File: config.mk
export PLATFORM = sky130hd
export DESIGN_NAME = pipe_adder_sub
export DESIGN_NICKNAME = d
export VERILOG_FILES = /design/src/rtl/pipe_adder_sub.sv
export SDC_FILE = /design/constraint.sdc
export NUM_CORES = 1
export LEC_CHECK = 0
export CELL_PAD_IN_SITES_DETAIL_PLACEMENT = 0
export CELL_PAD_IN_SITES_GLOBAL_PLACEMENT = 1
export CORE_ASPECT_RATIO = 1.75
export CORE_MARGIN = 4
export CORE_UTILIZATION = 39
export DETAILED_ROUTE_END_ITERATION = 16
export PLACE_DENSITY_LB_ADDON = 0.1
export SLEW_MARGIN = 20
export SYNTH_ARGS = -nofsm -noshare
export SYNTH_HDL_FRONTEND = slang
export SYNTH_SLANG_ARGS = --single-unit
File: constraint.sdc
create_clock -name clk -period 4.4 [get_ports clk]
set_input_delay 0.88 -clock clk [delete_from_list [all_inputs] [get_ports clk]]
set_output_delay 0.88 -clock clk [all_outputs]
set_load 0.01 [all_outputs]
File: src/rtl/pipe_adder_sub.sv
// pipe_adder_sub: pipelined adder/subtractor. The carry chain is split into
// STAGES chunks of CW = WIDTH/STAGES bits, and each chunk is computed in its own
// register stage. A valid/ready handshake stalls the whole pipeline when the
// consumer applies backpressure.
//
// Ports:
//   clk, rst             clock (rising edge); synchronous active-high reset
//   in_valid / in_ready  operand handshake (in_ready = ~stall)
//   a, b, cin, sub       operands; sub=1 computes a-b (cin is ignored)
//   out_valid/out_ready  result handshake
//   sum, cout, ovf       result modulo 2^WIDTH, carry out of MSB, signed overflow
module pipe_adder_sub #(
  parameter int unsigned WIDTH  = 16,
  parameter int unsigned STAGES = 2
) (
  input  logic             clk,
  input  logic             rst,
  input  logic             in_valid,
  output logic             in_ready,
  input  logic [WIDTH-1:0] a,
  input  logic [WIDTH-1:0] b,
  input  logic             cin,
  input  logic             sub,
  output logic             out_valid,
  input  logic             out_ready,
  output logic [WIDTH-1:0] sum,
  output logic             cout,
  output logic             ovf
);

  localparam int unsigned CW = WIDTH / STAGES;

  // Per-stage state: valid, operand a, effective operand b', partial sum
  // (chunks 0..k completed), and the carry out of chunk k.
  logic             v_q [STAGES];
  logic             v_d [STAGES];
  logic [WIDTH-1:0] a_q [STAGES];
  logic [WIDTH-1:0] a_d [STAGES];
  logic [WIDTH-1:0] b_q [STAGES];
  logic [WIDTH-1:0] b_d [STAGES];
  logic [WIDTH-1:0] s_q [STAGES];
  logic [WIDTH-1:0] s_d [STAGES];
  logic             c_q [STAGES];
  logic             c_d [STAGES];

  // Inputs seen by each stage: ports for stage 0, previous register otherwise.
  logic             pv  [STAGES];
  logic [WIDTH-1:0] pa  [STAGES];
  logic [WIDTH-1:0] pb  [STAGES];
  logic [WIDTH-1:0] ps  [STAGES];
  logic             pc  [STAGES];

  logic stall;

  always_comb begin
    stall    = v_q[STAGES-1] & ~out_ready;
    in_ready = ~stall;
  end

  always_comb begin
    pv[0] = in_valid;
    pa[0] = a;
    pb[0] = sub ? ~b : b;
    ps[0] = '0;
    pc[0] = sub ? 1'b1 : cin;
    for (int unsigned k = 1; k < STAGES; k++) begin
      pv[k] = v_q[k-1];
      pa[k] = a_q[k-1];
      pb[k] = b_q[k-1];
      ps[k] = s_q[k-1];
      pc[k] = c_q[k-1];
    end
  end

  always_comb begin
    logic [CW:0] chunk;
    chunk = '0;
    for (int unsigned k = 0; k < STAGES; k++) begin
      chunk = {1'b0, pa[k][k*CW +: CW]} + {1'b0, pb[k][k*CW +: CW]}
            + {{CW{1'b0}}, pc[k]};
      v_d[k]            = pv[k];
      a_d[k]            = pa[k];
      b_d[k]            = pb[k];
      s_d[k]            = ps[k];
      s_d[k][k*CW +: CW] = chunk[CW-1:0];
      c_d[k]            = chunk[CW];
    end
  end

  always_ff @(posedge clk) begin
    if (rst) begin
      v_q <= '{default: '0};
      a_q <= '{default: '0};
      b_q <= '{default: '0};
      s_q <= '{default: '0};
      c_q <= '{default: '0};
    end else if (!stall) begin
      v_q <= v_d;
      a_q <= a_d;
      b_q <= b_d;
      s_q <= s_d;
      c_q <= c_d;
    end
  end

  // The operand MSBs ride to the last stage so ovf is derived from registered
  // state; it is therefore zero after reset and stable during a stall.
  always_comb begin
    out_valid = v_q[STAGES-1];
    sum       = s_q[STAGES-1];
    cout      = c_q[STAGES-1];
    ovf       = (a_q[STAGES-1][WIDTH-1] == b_q[STAGES-1][WIDTH-1]) &&
                (s_q[STAGES-1][WIDTH-1] != a_q[STAGES-1][WIDTH-1]);
  end

endmodule
# ---- Word level (Yosys, flattened, before mapping)
# Cells that the tools add are included.
dict set report totals {
  register_bits 92
  in_bits 38
  output_inout_bits 20
  wordCells 23
}
dict set report classes {
  addsub 4
  eq_ne 2
  n_mux 2
  bitwise 4
  reduce_logical 1
}
# operator n
set ops {}
lappend ops {{8-bit by 8-bit adder with 9-bit output} 2}
lappend ops {{9-bit by 1-bit adder with 9-bit output} 2}
lappend ops {{16-bit 2-to-1 mux} 1}
lappend ops {{16-bit NOT} 1}
lappend ops {{1-bit NOT} 2}
lappend ops {{1-bit AND} 1}
lappend ops {{1-bit equality test} 1}
lappend ops {{1-bit logical AND} 1}
lappend ops {{1-bit 2-to-1 mux} 1}
lappend ops {{1-bit != test} 1}

# ---- Logic depth before layout (Yosys ltp)
# Gate-level depths: netlist of the first run.
dict set report logic_depth {
  depth_word 4
  ltp_mapped 10
  depth_no_buf 8
}

# ---- Least setup slack after synthesis of the first run
# No wires, ideal clock.
dict set report synth_path {
  path_type {in2reg}
  from {input port sub}
  to {register s_q (netlist bit ps[6])}
  setup_ns 0.117
  arrival_ns 3.090
  required_time_ns 4.283
  slack_ns 1.193
  path_stages 10
  path_buffers 2
  path_cell_list {buf_2 buf_2 or2_2 fa_1 inv_1 fa_1 nor2b_4 o2111a_1 or3_1 a32o_1}
}
dict set report synth_between {
  elab_chain_len 3
  word_cells_on_any_way 4
  cone_classes {add/sub (2); mux (2)}
}
# item line_no
set synth_lines {}
lappend synth_lines {{start: declaration} 23} ;# input logic sub,
lappend synth_lines {{16-bit 2-to-1 mux} 63} ;# pb[0] = sub ? ~b : b;
lappend synth_lines {{8-bit by 8-bit adder with 9-bit output} 79} ;# chunk = {1'b0, pa[k][k*CW +: CW]} + {1'b0, pb[k][k*CW +: CW]}
lappend synth_lines {{9-bit by 1-bit adder with 9-bit output (*)} 80} ;# + {{CW{1'b0}}, pc[k]};
lappend synth_lines {{end signal: assignment} 95} ;# s_q <= '{default: '0};
lappend synth_lines {{end signal: assignment} 101} ;# s_q <= s_d;
lappend synth_lines {{end: declaration} 41} ;# logic [WIDTH-1:0] s_q [STAGES];
# Mark *: on every way between the ends. The rest lies on a longest branch, timed or not.
# A chain may end at the register's enable or synchronous reset.

# ---- Final worst setup path of the first run
# Same ends and word-level chain as after synthesis.

==> results of run 1 <==
[cell usage in the layout (no fill, tap or decap), types with 2 or more instances in the layout]
cell type                          n
sky130_fd_sc_hd__nand3b_1          4
sky130_fd_sc_hd__a21o_1            8
sky130_fd_sc_hd__buf_4             5
sky130_fd_sc_hd__a21oi_1          33
sky130_fd_sc_hd__xnor2_1          12
sky130_fd_sc_hd__o21bai_1          2
sky130_fd_sc_hd__nor3_1            2
sky130_fd_sc_hd__a211oi_1         14
sky130_fd_sc_hd__nor4_1            2
sky130_fd_sc_hd__inv_1             7
sky130_fd_sc_hd__or3_1             2
sky130_fd_sc_hd__o21ai_0           6
sky130_fd_sc_hd__o2bb2ai_1         2
sky130_fd_sc_hd__mux2_2            2
sky130_fd_sc_hd__dfxtp_1          46
sky130_fd_sc_hd__ha_1             14
sky130_fd_sc_hd__nand2_1          53
sky130_fd_sc_hd__fa_1              4
sky130_fd_sc_hd__clkbuf_8          7
sky130_fd_sc_hd__nor2_1           18
sky130_fd_sc_hd__clkdlybuf4s50_1  57
sky130_fd_sc_hd__nand3_1           2
sky130_fd_sc_hd__xor2_1           10
sky130_fd_sc_hd__and3_1            2
[kinds of logic (layout without fill, tap and decap cells)]
| kind of cell | count (synthesis) | after routing | synth area share (%) |
|---|---|---|---|
| AO/OA/AOI/OAI | 76 | 76 | 20.36 |
| XOR/XNOR | 22 | 22 | 8.000 |
| adder cells (fa/ha/maj) | 18 | 18 | 10.60 |
| buffers and inverters | 25 | 78 | 4.572 |
| flip-flops | 46 | 46 | 38.23 |
| multiplexers | 2 | 2 | 0.9350 |
| AND/OR/NAND/NOR | 93 | 93 | 17.30 |
[flip-flops by register name, summed over array words and instances, names as in the netlist]
signal,flops
b_d,8
cout,1
c_q,1
b_q,1
pv,1
ps,8
a_q,1
out_valid,1
a_d,8
sum,16
[metrics by stage]
stage	utilization, %	instances	hold WS [ns]	cell area (µm²)
floorplan	-	282	0.4249	2409
global placement	51.25	405	0.4387	3037
detailed placement	51.25	405	0.4446	3037
CTS	53.02	413	0.4579	3142
global route	53.02	413	0.4771	3142
finish	53.02	413	0.4547	3142
[where the power goes]
group          switching [mW]  internal [mW]
combinational           0.128          0.148
sequential             0.0277          0.462
clock                   0.144          0.144
[per-layer routing]
metal,global-route usage [%],vias up,wire length [µm],share of wire (%)
li1,-,1079,-,-
met1,19.32,950,2344,40
met2,30.42,44,3189,54
met3,3.431,9,239,4.1
met4,5.827,0,127,2.2
met5,0,-,0,0
[worst max-delay path, cell delays in order]
cell                              delay [ns]
sky130_fd_sc_hd__clkdlybuf4s50_1        0.49
sky130_fd_sc_hd__or2_2                  0.34
sky130_fd_sc_hd__fa_1                   0.38
sky130_fd_sc_hd__inv_1                  0.08
sky130_fd_sc_hd__fa_1                   0.23
sky130_fd_sc_hd__nor2b_4                0.06
sky130_fd_sc_hd__o2111a_1               0.25
sky130_fd_sc_hd__or3_1                  0.34
sky130_fd_sc_hd__a32o_1                 0.24
[area by class of cell]
cell class / instances / area share, %
inverter: 8 / 0.9558
sequential: 46 / 29.31
tap: 78 / 3.106
clock inverter: 1 / 0.2788
clock buffer: 7 / 3.067
timing repair buffer: 62 / 19.35
multi-input combinational: 211 / 43.93
[worst max-delay path by stage]
stage | startpoint | to | slack [ns] | depth (start not counted)
after detailed placement | sub | ps[6] | 0.94 | 9
after CTS | sub | ps[6] | 1.26 | 9
after global routing | sub | ps[6] | 1.18 | 9
after global placement | sub | ps[6] | 0.98 | 9
final | sub | ps[6] | 1.27 | 9
after floorplan | sub | ps[6] | 1.19 | 10
==> metrics.md, run 1 <==
| Metric | Value |
|---|---|
| Worst path arrival time | `3.32 ns` |
| Standard-cell rows | `37` |
| Setup slack of the worst register-to-register path | `2.27 ns` |
| Max frequency | `319.8 MHz` |
| Library cell with the highest instance count after synthesis | `sky130_fd_sc_hd__nand2_1` |
| Effective utilization at floorplan | `40.65%` |
| Largest fanout of any net on the critical path | `3` |
| Aggregate global routing overflow | `0` |
| Clk_skew | `0.009116 ns` |
| Gate count of the mapped netlist | `282` |
| Largest cells by area after synthesis | `sky130_fd_sc_hd__dfxtp_1 38%, sky130_fd_sc_hd__nand2_1 8.3%, sky130_fd_sc_hd__ha_1 7.3%` |
| Share of final-layout standard cells stronger than drive strength 1 | `6.269%` |
| Area used by sequential logic in the layout | `920.9 µm²` |
| Die extent in x | `67.41 µm` |
| Unrepaired setup endpoints after global routing | `no` |
| Setup crit end kind | `flop` |
| Count of hold-fix buffers inserted at cts | `0` |
| Average footprint of a synthesized cell | `8.541 µm²` |
| # diodes | `0` |
| Primary flip-flop cell chosen by synthesis mapping | `sky130_fd_sc_hd__dfxtp_1` |
| Post-Synthesis Cell Area | `2409 µm²` |
| Setup bufs post-CTS | `0` |
| Cell count of the worst hold path | `2` |
| Clock transition at the registers of the reported paths | `0.09 ns` |
| Count of input and output buffers | `57` |
| EDFF count, synth | `0` |
| Result of the run | `complete, no violations` |
| Overall die height | `112.0 µm` |
| TritonCTS clock tree | `built` |
| Data required time of the critical path | `4.59 ns` |
| Area used by multi-input combinational logic | `1380 µm²` |
| Total nets after synthesis | `338` |
| Leakage power figure | `1.294 nW` |
| Sequential element share of the synthesized area | `38.23%` |
| Starting DRT DRC Count | `88` |
| Hold worst-path end | `sum[6]` |
| Number of routed nets with antenna violations | `0` |
| Overall track demand over capacity in global routing | `17.02%` |
| I/O pin cnt | `58` |
| Total half-perimeter wirelength after legalization and detailed placement | `4374 µm` |
| Final hold vios | `0` |
| Die Area | `7547 µm²` |
| Unique masters post-synth | `45` |
| Maximum number of pins on one net before global-route repair | `57` |
| DRC violations left | `0` |
| Normalized max-slew margin | `61.01%` |
| Sinks on the clock net | `46` |
| Core area | `5926 µm²` |
| Time the final worst path needs with I/O delays and setup | `3.127 ns` |
| Number of synthesized register bits | `46` |
| PostCTS Resize Cnt | `0` |
| HP Start | `sum[6]` |
| Total Wirelength | `5900 µm` |
| H-tree depth | `2` |
| Number of buffers between clock root and the deepest sink | `2` |
| Final total negative setup slack | `0 ns` |
| Number of nets in the layout | `390` |
| Routability Congestion | `0.8378` |
| Vias post-DR | `2082` |
| Power density normalized to cell area | `335.3 nW/µm²` |
| Ranking of synthesized cells by instance count | `53 x sky130_fd_sc_hd__nand2_1, 46 x sky130_fd_sc_hd__dfxtp_1, 33 x sky130_fd_sc_hd__a21oi_1` |
| Most area-hungry cell type in the Yosys netlist | `sky130_fd_sc_hd__dfxtp_1` |
| Final worst-path setup slack | `1.273 ns` |
| Number of antenna violations at the first check in global routing | `0` |
| Reg2reg start | `a_d[8]` |
| Reg2reg end | `cout` |
| Pin slew with the least headroom to its limit | `0.5830 ns` |
| Max-slew violations | `0` |
| Worst setup timing slack at the placement stage | `0.9361 ns` |
| Share of async-settable or async-resettable flops after synthesis | `0%` |
| Worst VDD drop | `0.0001753 V` |
| Routed length per placed instance | `14.29 µm` |
| Vias in the first global route | `2119` |
| Power, Total | `1.054 mW` |
| Clk Latency, worst-skew pair | `0.30 ns` |
| Period utilisation layout | `71.07%` |
| Via-to-Cell Ratio | `5.041` |
| Syn. warnings | `0` |
| Filler Cell Count | `612` |
| Critical path launch point type | `primary input` |
| Area growth from synthesis to layout | `30.44%` |
| Area share of the largest cell type after synthesis | `38.23%` |
| First-pass GRT wire length | `10010 µm` |
| DR pass1 iterations | `4` |
| Inserted Clock Buffers | `5` |
| Worst setup path class | `primary input to flop` |
| Min-delay worst type | `flop to flop` |
| Root Driver | `sky130_fd_sc_hd__clkbuf_8` |
| Total of endpoints with negative setup slack in the final report | `0` |
| Cell depth of the worst flop-to-flop path | `6` |
| Max-cap viol count | `0` |
No activity file was read; power rests on OpenSTA's default activity.
==> run 2, diff against run 1 <==
--- a/config.mk
+++ b/config.mk
@@ -9,7 +9,7 @@
 export CELL_PAD_IN_SITES_GLOBAL_PLACEMENT = 1
 export CORE_ASPECT_RATIO = 1.75
 export CORE_MARGIN = 4
-export CORE_UTILIZATION = 39
+export CORE_UTILIZATION = 36
 export DETAILED_ROUTE_END_ITERATION = 16
 export PLACE_DENSITY_LB_ADDON = 0.1
 export SLEW_MARGIN = 20
==> constraint.sdc (replaced) <==
create_clock -name clk -period 2.9 [get_ports clk]
set_input_delay 0.58 -clock clk [delete_from_list [all_inputs] [get_ports clk]]
set_output_delay 0.58 -clock clk [all_outputs]
set_load 0.01 [all_outputs]
==> metrics.md, run 2 (same netlist as run 1, synthesis figures left out) <==
| Metric | Value |
|---|---|
| Power, Total | `1.830 mW (+74%)` |
| Result of the run | `complete, no violations` |
| Area after detailed placement | `3152 µm² (+3.8%)` |
| Leading cell type in the layout, fill and taps excluded | `sky130_fd_sc_hd__clkdlybuf4s50_1` |
| Max frequency | `375.4 MHz` |
| Commonest non-fill, non-tap cells in the layout | `56 x sky130_fd_sc_hd__clkdlybuf4s50_1, 53 x sky130_fd_sc_hd__nand2_1, 46 x sky130_fd_sc_hd__dfxtp_1, 33 x sky130_fd_sc_hd__a21oi_1, 18 x sky130_fd_sc_hd__nor2_1` |
| Unrepaired setup endpoints after global routing | `no` |
| Overall die height | `116.2 µm (+3.8%)` |
| Internal portion of total power | `1.356 mW (+80%)` |
| Count of input and output buffers | `57 (unchanged)` |
| I/O pin cnt | `58 (unchanged)` |
| Max-cap viol count | `0 (unchanged)` |
| Aggregate global routing overflow | `0 (unchanged)` |
| Largest register FFs | `16 (unchanged)` |
| Root Driver | `sky130_fd_sc_hd__clkbuf_16` |
| Switching power summed over all nets | `0.4743 mW (+58%)` |
| Worst path arrival time | `2.84 ns (-0.48 ns)` |
| Clk_skew | `0.005598 ns (-0.003518 ns)` |
| First-pass GRT wire length | `9660 µm (-3.4%)` |
| DRC violations left | `0 (unchanged)` |
| Routed length per placed instance | `14.04 µm (-1.7%)` |
| Maximum number of pins on one net before global-route repair | `57 (unchanged)` |
| Routability Congestion | `0.8370 (about the same)` |
| Worst VDD drop | `0.0003484 V (+99%)` |
| Inserted Clock Buffers | `5 (unchanged)` |
| Post-layout instance count excluding filler cells | `430 (+4.1%)` |
| Post-Layout Inst Area | `3321 µm² (+5.7%)` |
| Met2 Use GR | `29.44% (-0.98 points)` |
| Power density normalized to cell area | `551.1 nW/µm² (+64%)` |
| Pin slew with the least headroom to its limit | `0.3917 ns (-0.1913 ns)` |
| Combinational Power Share | `24.5% (-1.7 points)` |
| Critical path launch point type | `primary input` |
| Sequential Power Share | `40.7% (-5.8 points)` |
| Worst Hold Margin | `0.4499 ns (-0.004775 ns)` |
| Number of routed nets with antenna violations | `0 (unchanged)` |
| Core area | `6539 µm² (+10%)` |
| Min-delay worst type | `flop to flop` |
| Vias in the first global route | `2094 (-1.2%)` |
| Vias post-DR | `2146 (+3.1%)` |
| Placed cells | `422 (+4.2%)` |
| Clock share of power | `34.8% (+7.5 points)` |
| Starting DRT DRC Count | `84 (-4.5%)` |
| Standard-cell rows | `39 (+5.4%)` |
| Switching part of the total | `25.91% (-2.5 points)` |
| Final hold vios | `0 (unchanged)` |
| Number of antenna violations at the first check in global routing | `0 (unchanged)` |
| Die Area | `8115 µm² (+7.5%)` |
| Total of endpoints with negative setup slack in the final report | `0 (unchanged)` |
| GRT busiest layer | `met2` |
| Share of final-layout standard cells stronger than drive strength 1 | `9.483% (+3.2 points)` |
| Data required time of the critical path | `3.08 ns (-1.51 ns)` |
| Normalized max-slew margin | `73.89% (+13 points)` |
| Sinks on the clock net | `46 (unchanged)` |
| Met1 routing resource usage after global routing | `14.58% (-4.7 points)` |
| Leakage power figure | `1.396 nW (+7.9%)` |
| Area growth from synthesis to layout | `37.87%` |
| Total half-perimeter wirelength after legalization and detailed placement | `4575 µm (+4.6%)` |
| Count of hold-fix buffers inserted at cts | `0 (unchanged)` |
| Die extent in x | `69.83 µm (+3.6%)` |
| Total Wirelength | `6039 µm (+2.4%)` |
| # diodes | `0 (unchanged)` |
| Period utilisation layout | `91.86%` |
| Overall track demand over capacity in global routing | `15.23% (-1.8 points)` |
| Number of buffers between clock root and the deepest sink | `2 (unchanged)` |
| Via-to-Cell Ratio | `4.991 (-1.0%)` |
| Number of nets in the layout | `403 (+3.3%)` |
| DR pass1 iterations | `3 (-1)` |
| TritonCTS clock tree | `built` |
| H-tree depth | `2 (unchanged)` |
| Effective utilization at floorplan | `36.84% (-3.8 points)` |
| Time the final worst path needs with I/O delays and setup | `2.664 ns` |
| Worst setup path class | `primary input to flop` |
| Met3 demand-to-capacity share in global routing | `3.618% (+0.19 points)` |
| Setup crit end kind | `flop` |
| Clock transition at the registers of the reported paths | `0.06 ns (-0.03 ns)` |
| Filler Cell Count | `688 (+12%)` |
| Clk Latency, worst-skew pair | `0.28 ns (-0.02 ns)` |
| Largest fanout of any net on the critical path | `3 (unchanged)` |
| Max-slew violations | `0 (unchanged)` |
run 2: cell count changes in the layout (fill, tap and decap cells not counted):
cell,change
sky130_fd_sc_hd__clkinvlp_4,+1
sky130_fd_sc_hd__dlymetal6s2s_1,+1
sky130_fd_sc_hd__clkinv_4,-1
sky130_fd_sc_hd__bufinv_16,+1
sky130_fd_sc_hd__clkbuf_16,+5
sky130_fd_sc_hd__buf_12,+1
sky130_fd_sc_hd__clkbuf_8,-7
sky130_fd_sc_hd__clkdlybuf4s50_1,-1
sky130_fd_sc_hd__buf_4,+12
sky130_fd_sc_hd__clkbuf_1,+1
run 2: worst max-delay path, stage by stage:
cell	delay [ns]
sky130_fd_sc_hd__clkdlybuf4s50_1	0.39
sky130_fd_sc_hd__or2_2	0.28
sky130_fd_sc_hd__fa_1	0.39
sky130_fd_sc_hd__inv_1	0.08
sky130_fd_sc_hd__fa_1	0.23
sky130_fd_sc_hd__nor2b_4	0.06
sky130_fd_sc_hd__o2111a_1	0.25
sky130_fd_sc_hd__or3_1	0.35
sky130_fd_sc_hd__a32o_1	0.24
run 2: area by class of cell:
type / instances / area, µm² / share of cell area [%]
multi-input cells: 211 / 1380 / 41.56
inverters: 8 / 30.03 / 0.9043
flip-flops and latches: 46 / 920.9 / 27.73
repair buffers: 75 / 720.7 / 21.70
well taps: 82 / 102.6 / 3.090
clock buffers: 6 / 128.9 / 3.881
clock inverters: 2 / 37.54 / 1.130
run 2: power by group through the flow:
stage	logic (mW)	clock network (mW)	registers [mW]
3_5_place_dp	0.454	0	0.760
2_1_floorplan	0.241	0	0.761
3_3_place_gp	0.450	0	0.759
5_1_grt	0.500	0.690	0.753
4_1_cts	0.457	0.670	0.746
6_report	0.448	0.638	0.744
run 2: final timing paths:
path	from	slack, ns	cells after the start	end
max	cin	0.24	9	ps[6]
min	sum[6]	0.45	2	sum[6]
max reg2reg	a_d[8]	0.79	6	sum[14]
min reg2reg	sum[6]	0.45	2	sum[6]
run 2: what timing repair did:
item / 4_1_cts / 5_1_grt
gates resized for setup: 0 / 1
buffers inserted: 0 / 0
hold endpoints to repair: 0 / 0
setup endpoints to repair: 0 / 2
run 2: metal layers:
metal  wire (µm)  share of wire, %
met4         228               3.8
met1        2295                38
met3         214               3.5
met5           0                 0
met2        3300                55
run 2: metrics by stage:
step / setup TNS, ns / worst slack, ns / utilization [%]
after CTS: 0 / 0.002276 / 50.75
after global placement: -0.5236 / -0.2540 / 48.20
after global routing: 0 / 0.1587 / 50.78
after detailed placement: -0.7607 / -0.3132 / 48.20
after floorplan: 0 / 0.01942 / -
final: 0 / 0.2361 / 50.78
==> run 3, diff against run 2 <==
--- a/config.mk
+++ b/config.mk
@@ -9,7 +9,9 @@
 export CELL_PAD_IN_SITES_GLOBAL_PLACEMENT = 1
 export CORE_ASPECT_RATIO = 1.75
 export CORE_MARGIN = 4
-export CORE_UTILIZATION = 36
+export CORE_UTILIZATION = 38
+export CTS_BUF_LIST = sky130_fd_sc_hd__clkbuf_4 sky130_fd_sc_hd__clkbuf_8
+export CTS_CLUSTER_DIAMETER = 60
 export DETAILED_ROUTE_END_ITERATION = 16
 export PLACE_DENSITY_LB_ADDON = 0.1
 export SLEW_MARGIN = 20
==> metrics.md, run 3 (same netlist as run 1, synthesis figures left out) <==
| Metric | Value |
|---|---|
| Die extent in x | `68.18 µm (-2.4%)` |
| Crit path from | `sub` |
| Number of routed nets with antenna violations | `0 (unchanged)` |
| Normalized max-slew margin | `65.85% (-8.0 points)` |
| # diodes | `0 (unchanged)` |
| Inserted Clock Buffers | `5 (unchanged)` |
| Internal portion of total power | `1.145 mW (-16%)` |
| Setup crit end kind | `flop` |
| Total half-perimeter wirelength after legalization and detailed placement | `4519 µm (-1.2%)` |
| Share of final-layout standard cells stronger than drive strength 1 | `8.746% (-0.74 points)` |
| Max-cap viol count | `0 (unchanged)` |
| Count of input and output buffers | `57 (unchanged)` |
| Overall track demand over capacity in global routing | `16.80% (+1.6 points)` |
| Sequential Power Share | `46.5% (+5.8 points)` |
| Worst Hold Margin | `0.4511 ns (+0.001181 ns)` |
| Time the final worst path needs with I/O delays and setup | `2.827 ns (+0.1634 ns)` |
| Vias in the first global route | `2172 (+3.7%)` |
| Largest fanout of any net on the critical path | `3 (unchanged)` |
| Setup slack of the worst register-to-register path | `0.78 ns (about the same)` |
| Period utilisation layout | `97.49% (+5.6 points)` |
| Starting DRT DRC Count | `83 (-1.2%)` |
| Worst path arrival time | `3.02 ns (+0.18 ns)` |
| Count of hold-fix buffers inserted at cts | `0 (unchanged)` |
| Switching part of the total | `28.28% (+2.4 points)` |
| Worst path max stage delay | `0.51 ns (+0.12 ns)` |
| Final hold vios | `0 (unchanged)` |
| Clock share of power | `25.9% (-8.9 points)` |
| Root Driver | `sky130_fd_sc_hd__clkbuf_8` |
| Leakage power figure | `1.336 nW (-4.3%)` |
| DR pass1 iterations | `4 (+1)` |
| Power, Total | `1.596 mW (-13%)` |
| Critical path destination | `ps[6]` |
| Reg2reg start | `a_d[8]` |
| Aggregate global routing overflow | `0 (unchanged)` |
| Crit path max-delay cell type | `sky130_fd_sc_hd__clkdlybuf4s50_1` |
| Power density normalized to cell area | `497.4 nW/µm² (-9.8%)` |
| Commonest non-fill, non-tap cells in the layout | `57 x sky130_fd_sc_hd__clkdlybuf4s50_1, 53 x sky130_fd_sc_hd__nand2_1, 46 x sky130_fd_sc_hd__dfxtp_1, 33 x sky130_fd_sc_hd__a21oi_1, 18 x sky130_fd_sc_hd__nor2_1` |
| Placed cells | `415 (-1.7%)` |
| Core area | `6181 µm² (-5.5%)` |
| H-tree depth | `2 (unchanged)` |
| Final core occ | `51.92% (+1.1 points)` |
| Standard-cell rows | `38 (-2.6%)` |
| Total Wirelength | `5976 µm (-1.0%)` |
| TritonCTS clock tree | `built` |
| Result of the run | `complete, no violations` |
| Cell depth of the worst flop-to-flop path | `6 (unchanged)` |
| Effective utilization at floorplan | `38.97% (+2.1 points)` |
| Max-slew violations | `0 (unchanged)` |
| Post-layout instance count excluding filler cells | `423 (-1.6%)` |
| Critical path launch point type | `primary input` |
| Pin slew with the least headroom to its limit | `0.5106 ns (+0.1190 ns)` |
| Maximum number of pins on one net before global-route repair | `57 (unchanged)` |
| Max frequency | `353.7 MHz (-5.8%)` |
| Routability Congestion | `0.8440 (+0.84%)` |
| Unrepaired setup endpoints after global routing | `no` |
| Clk_skew | `0.005067 ns (-0.0005314 ns)` |
| Final worst-path setup slack | `0.07266 ns (-0.1634 ns)` |
| Leading cell type in the layout, fill and taps excluded | `sky130_fd_sc_hd__clkdlybuf4s50_1` |
| Switching power summed over all nets | `0.4515 mW (-4.8%)` |
| Vias post-DR | `2152 (+0.28%)` |
| Die Area | `7726 µm² (-4.8%)` |
| Sinks on the clock net | `46 (unchanged)` |
| Number of nets in the layout | `398 (-1.2%)` |
| I/O pin cnt | `58 (unchanged)` |
| Clock transition at the registers of the reported paths | `0.08 ns (+0.02 ns)` |
| Via-to-Cell Ratio | `5.087 (+1.9%)` |
| Routed length per placed instance | `14.13 µm (+0.59%)` |
| Critical-path cell list | `clkdlybuf4s50_1 > or2_2 > fa_1 > inv_1 > fa_2 > nor2b_4 > o2111a_1 > or3_1 > a32o_1` |
| Total of endpoints with negative setup slack in the final report | `0 (unchanged)` |
| Worst VDD drop | `0.0002745 V (-21%)` |
| Data required time of the critical path | `3.09 ns (about the same)` |
| Number of buffers between clock root and the deepest sink | `2 (unchanged)` |
| Combinational Power Share | `27.6% (+3.1 points)` |
| Area growth from synthesis to layout | `33.25%` |
| Number of antenna violations at the first check in global routing | `0 (unchanged)` |
| Clk Latency, worst-skew pair | `0.29 ns (about the same)` |
| Worst setup timing slack at the placement stage | `-0.2494 ns (+0.06382 ns)` |
| Worst setup path class | `primary input to flop` |
| Min-delay worst type | `flop to flop` |
| Overall die height | `113.3 µm (-2.5%)` |
| Reg2reg end | `sum[14]` |
| First-pass GRT wire length | `9908 µm (+2.6%)` |
| DRC violations left | `0 (unchanged)` |
| Largest register FFs | `16 (unchanged)` |
## run 3: cell count changes in the layout (fill, tap and decap cells not counted), sizes merged
cell	before	now
bufinv	1	0
clkbuf	6	7
dlymetal6s2s	1	0
clkdlybuf4s50	56	57
buf	18	13
clkinvlp	1	0
clkinv	0	1
## run 3: routing by layer
metal / global-route usage [%] / up-vias / part of all wire, %
met1: 17.48 / 1008 / 38
met5: 0 / - / 0
li1: - / 1092 / -
met4: 5.843 / 0 / 2.1
met2: 31.96 / 42 / 56
met3: 2.781 / 10 / 3.4
## run 3: layout make-up
cell class / instances / area, µm²
clock buffer: 7 / 90.09
clock inverter: 1 / 5.005
fill: 610 / 2972
multi-input combinational: 211 / 1383
sequential: 46 / 920.9
tap: 80 / 100.1
inverter: 8 / 30.03
timing repair buffer: 70 / 680.7
## run 3: power groups by stage
stage	sequential [mW]	combinational (mW)	clock, mW
floorplan	0.761	0.241	0
global placement	0.756	0.443	0
detailed placement	0.758	0.446	0
CTS	0.743	0.448	0.431
global route	0.751	0.493	0.449
finish	0.742	0.441	0.413
## run 3: stage by stage
step	setup TNS (ns)	area [µm²]
after floorplan	0	2411
after global placement	-0.4382	3112
after detailed placement	-0.5119	3112
after CTS	0	3207
after global routing	0	3209
final	0	3209
## run 3: how the worst min path moves through the flow
stage / start / endpoint / depth (start not counted)
global route: pv[0] / pv[0] / 2
finish: sum[8] / sum[8] / 2
detailed placement: sum[8] / sum[8] / 2
CTS: sum[8] / sum[8] / 2
floorplan: ps[3] / ps[3] / 2
global placement: ps[3] / ps[3] / 2
## run 3: worst max-delay path: cells and delay by family
kind                     cells  cell delay, ns
buffers and inverters        2            0.59
AO/OA/AOI/OAI                2            0.49
adder cells (fa/ha/maj)      2            0.62
AND/OR/NAND/NOR              3            0.74
## run 3: repair_timing
item,CTS,global route
buffers inserted,0,0
gates resized for setup,0,1
setup endpoints to repair,0,1
